File: src/rtl/octal_enc_pkg.sv
// Shared widths and index type for the octal-to-binary priority encoder.
package octal_enc_pkg;

    localparam int unsigned OCT_IN_W  = 8;
    localparam int unsigned OCT_IDX_W = 3;

    typedef logic [OCT_IDX_W-1:0] oct_idx_t;

endpackage

File: src/rtl/octal_binary_encoder_core.sv
// Combinational 8-to-3 priority encoder: highest set bit wins, plus
// any-bit-set and two-or-more-bits-set flags.
module octal_binary_encoder_core
    import octal_enc_pkg::*;
(
    input  logic [OCT_IN_W-1:0] in,
    output oct_idx_t            idx,
    output logic                any,
    output logic                multi
);

    logic [OCT_IN_W-1:0] w_in_minus_one;

    // Ascending scan with last-assignment-wins gives the same result as a
    // descending scan that stops at the first set bit.
    always_comb begin
        idx = '0;
        for (int unsigned i = 0; i < OCT_IN_W; i++) begin
            if (in[i]) begin
                idx = oct_idx_t'(i);
            end
        end
    end

    // Clearing the lowest set bit leaves something only if two or more were set.
    assign w_in_minus_one = in - OCT_IN_W'(1);
    assign any            = |in;
    assign multi          = |(in & w_in_minus_one);

endmodule

File: src/rtl/octal_binary_encoder.sv
// Registered 8-to-3 priority encoder with one clock of latency and
// asynchronous active-low reset on the output stage.
module octal_binary_encoder
    import octal_enc_pkg::*;
(
    input  logic                clk,
    input  logic                rst_n,
    input  logic [OCT_IN_W-1:0] in,
    output oct_idx_t            out,
    output logic                valid,
    output logic                multi_hot
);

    oct_idx_t w_idx;
    logic     w_any;
    logic     w_multi;

    oct_idx_t r_out;
    logic     r_valid;
    logic     r_multi_hot;

    octal_binary_encoder_core u_core (
        .in    (in),
        .idx   (w_idx),
        .any   (w_any),
        .multi (w_multi)
    );

    always_ff @(posedge clk or negedge rst_n) begin
        if (!rst_n) begin
            r_out       <= '0;
            r_valid     <= 1'b0;
            r_multi_hot <= 1'b0;
        end else begin
            r_out       <= w_idx;
            r_valid     <= w_any;
            r_multi_hot <= w_multi;
        end
    end

    assign out       = r_out;
    assign valid     = r_valid;
    assign multi_hot = r_multi_hot;

endmodule

File: config.mk
export PLATFORM = sky130hd
export DESIGN_NAME = octal_binary_encoder
export DESIGN_NICKNAME = d
export VERILOG_FILES = /design/src/rtl/octal_enc_pkg.sv /design/src/rtl/octal_binary_encoder_core.sv /design/src/rtl/octal_binary_encoder.sv
export SDC_FILE = /design/constraint.sdc
export NUM_CORES = 1
export LEC_CHECK = 0
export ABC_AREA = 1
export CORE_AREA = 2 2 39 41
export DETAILED_ROUTE_END_ITERATION = 8
export DIE_AREA = 0 0 41 43
export GPL_ROUTABILITY_DRIVEN = 0
export GPL_TIMING_DRIVEN = 0
export PLACE_DENSITY = 0.58
export SYNTH_ARGS = -nofsm -noshare
export SYNTH_HDL_FRONTEND = slang
export SYNTH_HIERARCHICAL = 1
export SYNTH_SLANG_ARGS = --single-unit
File: constraint.sdc
create_clock -name clk -period 0.8 [get_ports clk]
set_input_delay 0.24 -clock clk [delete_from_list [all_inputs] [get_ports clk]]
set_output_delay 0.24 -clock clk [all_outputs]
set_load 0.02 [all_outputs]
# Yosys cells after proc, flatten, opt, wreduce, memory -nomap -nowiden

Cells that the tools add are included.
Widths: inputs -> output; s select.

Flip-flop bits (word level): 5
Latch bits: 0
RAM bits: 0
Bits in read-only memories: 0
Output and inout port bits: 5
Word-level logic and storage cells: 14
Memories: 0

$add $sub $neg: 1
Multiply operators: 0
Div/mod/pow operators: 0
$lt $le $gt $ge: 0
Equal/unequal tests: 0
Shifts and indexed selects: 0
Muxes and demuxes: 7
Bitwise logic cells: 1
Reduce and logical (&&, ||, !) cells: 2

Operator list:

| kind                | number |
|---|---|
| $reduce_or 8->1     | 2 |
| $mux 3              | 4 |
| $and 8x8->8         | 1 |
| $sub 8x1->8 const B | 1 |
| $mux 2              | 2 |
| $mux 1              | 1 |

# Longest topological paths before layout

Depth in word-level cells: 7
Gate-level depth with buffers: 7
Mapped depth without buffers: 7

# Modules after synthesis

The synthesis kept the hierarchy.

By module, submodules not included:

| module                    | instances | cells an instance | area each (µm²) |
|---|---|---|---|
| octal_binary_encoder_core | 1         | 37                | 155.1 |
| octal_binary_encoder      | 1         | 5                 | 125.1 |

# Worst setup path after synthesis

Ideal clock, no wire load.

Path type: in2reg
Start point: input port in[2]
End point: register r_multi_hot, in the netlist multi_hot
Setup time: 0.119 ns
Arrival time: 0.637 ns
Required time: 0.681 ns
Setup slack: 0.044 ns
Stages: 6
Buffers on the path: 0
Cell sequence: nor2_2 -> inv_2 -> nand2_1 -> nand2_1 -> nor2_1 -> nand2_1

Word-level cells in the longest chain between the ends: 3

RTL lines:

| item                 | RTL line                        | source |
|---|---|---|
| start, declared      | octal_binary_encoder.sv:8       | `input logic [OCT_IN_W-1:0] in,` |
| $sub 8x1->8          | octal_binary_encoder_core.sv:26 | `assign w_in_minus_one = in - OCT_IN_W'(1);` |
| $and 8x8->8 (*)      | octal_binary_encoder_core.sv:28 | `assign multi = \|(in & w_in_minus_one);` |
| $reduce_or 8->1 (*)  | octal_binary_encoder_core.sv:28 |  |
| via w_multi          | octal_binary_encoder.sv:16      | `logic w_multi;` |
| end signal, assigned | octal_binary_encoder.sv:37      | `r_multi_hot <= w_multi;` |
| end, declared        | octal_binary_encoder.sv:20      | `logic r_multi_hot;` |

Mark *: on every way through the listed nets, which the timed path passes. The rest lies on a longest branch.

# Worst setup path in the final report

Start point: register r_valid, in the netlist valid
End point: output port valid

RTL lines:

| item                   | RTL line                   | source |
|---|---|---|
| start, declared        | octal_binary_encoder.sv:19 | `logic r_valid;` |
| start signal, assigned | octal_binary_encoder.sv:36 | `r_valid <= w_any;` |
| end, declared          | octal_binary_encoder.sv:10 | `output logic valid,` |

No word-level cell between the ends.

==> flow_summary.yaml <==
final_layout:
  final_util_pct: 33.5
  fin_nets: 71
  fillCellCount: 160
  area_growth_pct: 65.2
  multi_input_area_sq_um: 135
  seqCellArea_sq_um: 125
  antenna_cells: 0
  drive_above_1_share_pct: 33.3
route:
  vias_per_cell: 3.86
  dr.first_iter.drc_count: 1
  wl_um: 541
  wl_per_cell_um: 7.12
  vias: 293
  drtAntennaViolNets: 0
  drc: 0
  firstDrtPassIters: 4
grt:
  grt_overflow: 0
  grt_pass1_vias: 259
  grt_util_all_layers_pct: 7.74
  grt_max_degree: 6
  grt_antenna_before_repair: 0
  grt_pass1_wl_um: 883
pwr:
  p_total_mw: 0.685
  ir_worst_vdd_mv: 0.386
  powerDensity_nw_per_um2: 1480
  power.leakage_nw: 0.240
floorplan:
  ioPinCount: 15
  initial_core_util_pct: 20.3
  fp.dieW_um: 41
  die_y_um: 43
  core_area_sq_um: 1380
  rows: 14
  die-area_sq_um: 1760
clock_tree:
  post_cts_buffers: 0
  clock_tree.root_cell: "clkbuf_4"
  cts_buffers: 3
  clockBufferDepth: 2
  htreeDepth: 1
  cts.clk_slew.worst_paths_ns: 0.04
  cts.sinks: 5
  tritoncts: "done"
  ctsHoldBuffers: 0
timing:
  rsz0062_at_grt: "true"
  fmax_mhz: 1030
  worst_slack_ns: -0.174
  fin_hold_ws_ns: 0.217
  layout_min_cycle_time_ns: 0.974
  final_hold_viol_count: 0
  period_share_pct: 122
  tns_ns: -0.844
  maxSlewViolCount: 0
  finalSetupViolCount: 5
  slew_headroom_pct: 85.8
  tightest_slew_ns: 0.212
place:
  dpl.hpwl_um: 451
  place_ws_ns: -0.511
  io_buffer_count: 14
synthesis:
  synth_cell_types: 8
  synthesis.nets: 52
  synth-seq-cells: 5
  synth_area_per_cell_sq_um: 6.67
  yosys_warnings: 6
  syn-instance-count: 42
  syn_area_sq_um: 280
  ys_seq_area_share_pct: 44.6
job:
  max_cap_viol_count: 0
critical_path:
  required_ns: 0.56
  cpLargestDelayFamily: "flip-flops"
  cp_max_fo: 1
  worstSetupStartpoint: "valid"
  end_kind: "primary output"
  slowest_stage: "dfrtp_1"
  critPathBufInv: 1
  cp_cell_sequence: "buf_6"
  crit_arrival_ns: 0.73
  critPathKind: "reg -> out"
  cp_slowest_stage_delay_ns: 0.37
  cp-start-kind: "register"
run_status:
  status: "complete, but fails checks"
  violations: "setup timing"
min_path:
  hold_class: "in -> async"
==> routing by layer <==
| layer | track usage [%] | routed length [um] | vias up |
|---|---|---|---|
| li1 | - | - | 156 |
| met1 | 7.74 | 203 | 124 |
| met2 | 10.9 | 281 | 13 |
| met3 | 1.57 | 57 | 0 |
| met4 | 10.0 | 0 | 0 |
| met5 | 0 | 0 | - |
==> synthesized netlist by cell type <==
cell	instances	area share [%]
nor2_2	4	8.9
dfrtp_1	5	45
nand4_1	2	4.5
nor2_1	2	2.7
inv_1	8	11
inv_2	2	2.7
nand2_1	18	24
a21oi_1	1	1.8
==> state kept, by name (all words and copies together) (netlist names) <==
register,flops
out,3
multi_hot,1
valid,1
==> cell type report <==
type                       count  share of cell area, %
clock buffer                   4                   5.68
inverter                      10                   8.11
multi-input combinational     27                   29.2
sequential                     5                   27.0
tap                           16                   4.32
timing repair buffer          14                   25.7
==> timing repair <==
action	CTS	global route
pin swaps	3	4
resized for setup	43	10
setup endpoints to repair	10	7
==> metrics by stage <==
step                      instance area, sq um  std cells
final                                      463         76
after global routing                       463         76
after CTS                                  482         76
after detailed placement                   440         72
after global placement                     440         72
after floorplan                            280         42
==> report_power, final <==
group | internal [mW] | total [mW] | leakage (nW) | switching [mW]
Sequential | 0.262 | 0.266 | 0.0475 | 0.00337
Clock | 0.188 | 0.284 | 0.0150 | 0.0957
Combinational | 0.0609 | 0.136 | 0.178 | 0.0750
==> layout by cell type, fill, tap and decap left out, types with 2 or more instances in the layout <==
cell           count
nor2_2             2
nand4_1            2
buf_6              5
nand2_1           18
dlygate4sd2_1      2
clkbuf_4           3
nor2_4             3
dfrtp_1            5
inv_2              2
inv_1              8
clkbuf_2           5
==> path summary, 6_finish.rpt <==
path,endpoint,slack [ns],cells after the start
hold / removal,out[1],0.22,1
min in group clk,out[2],0.27,3
setup / recovery,valid,-0.17,1
max in group asynchronous,valid,0.40,1
==> cells by family (layout without fill, tap and decap cells) <==
kind of cell | count (synthesis) | in the layout | synth area share [%]
AND/OR/NAND/NOR | 26 | 26 | 40.2
flip-flops | 5 | 5 | 44.6
buffers and inverters | 10 | 28 | 13.4
AO/OA/AOI/OAI | 1 | 1 | 1.78
Power figures use the tool's default switching activity.
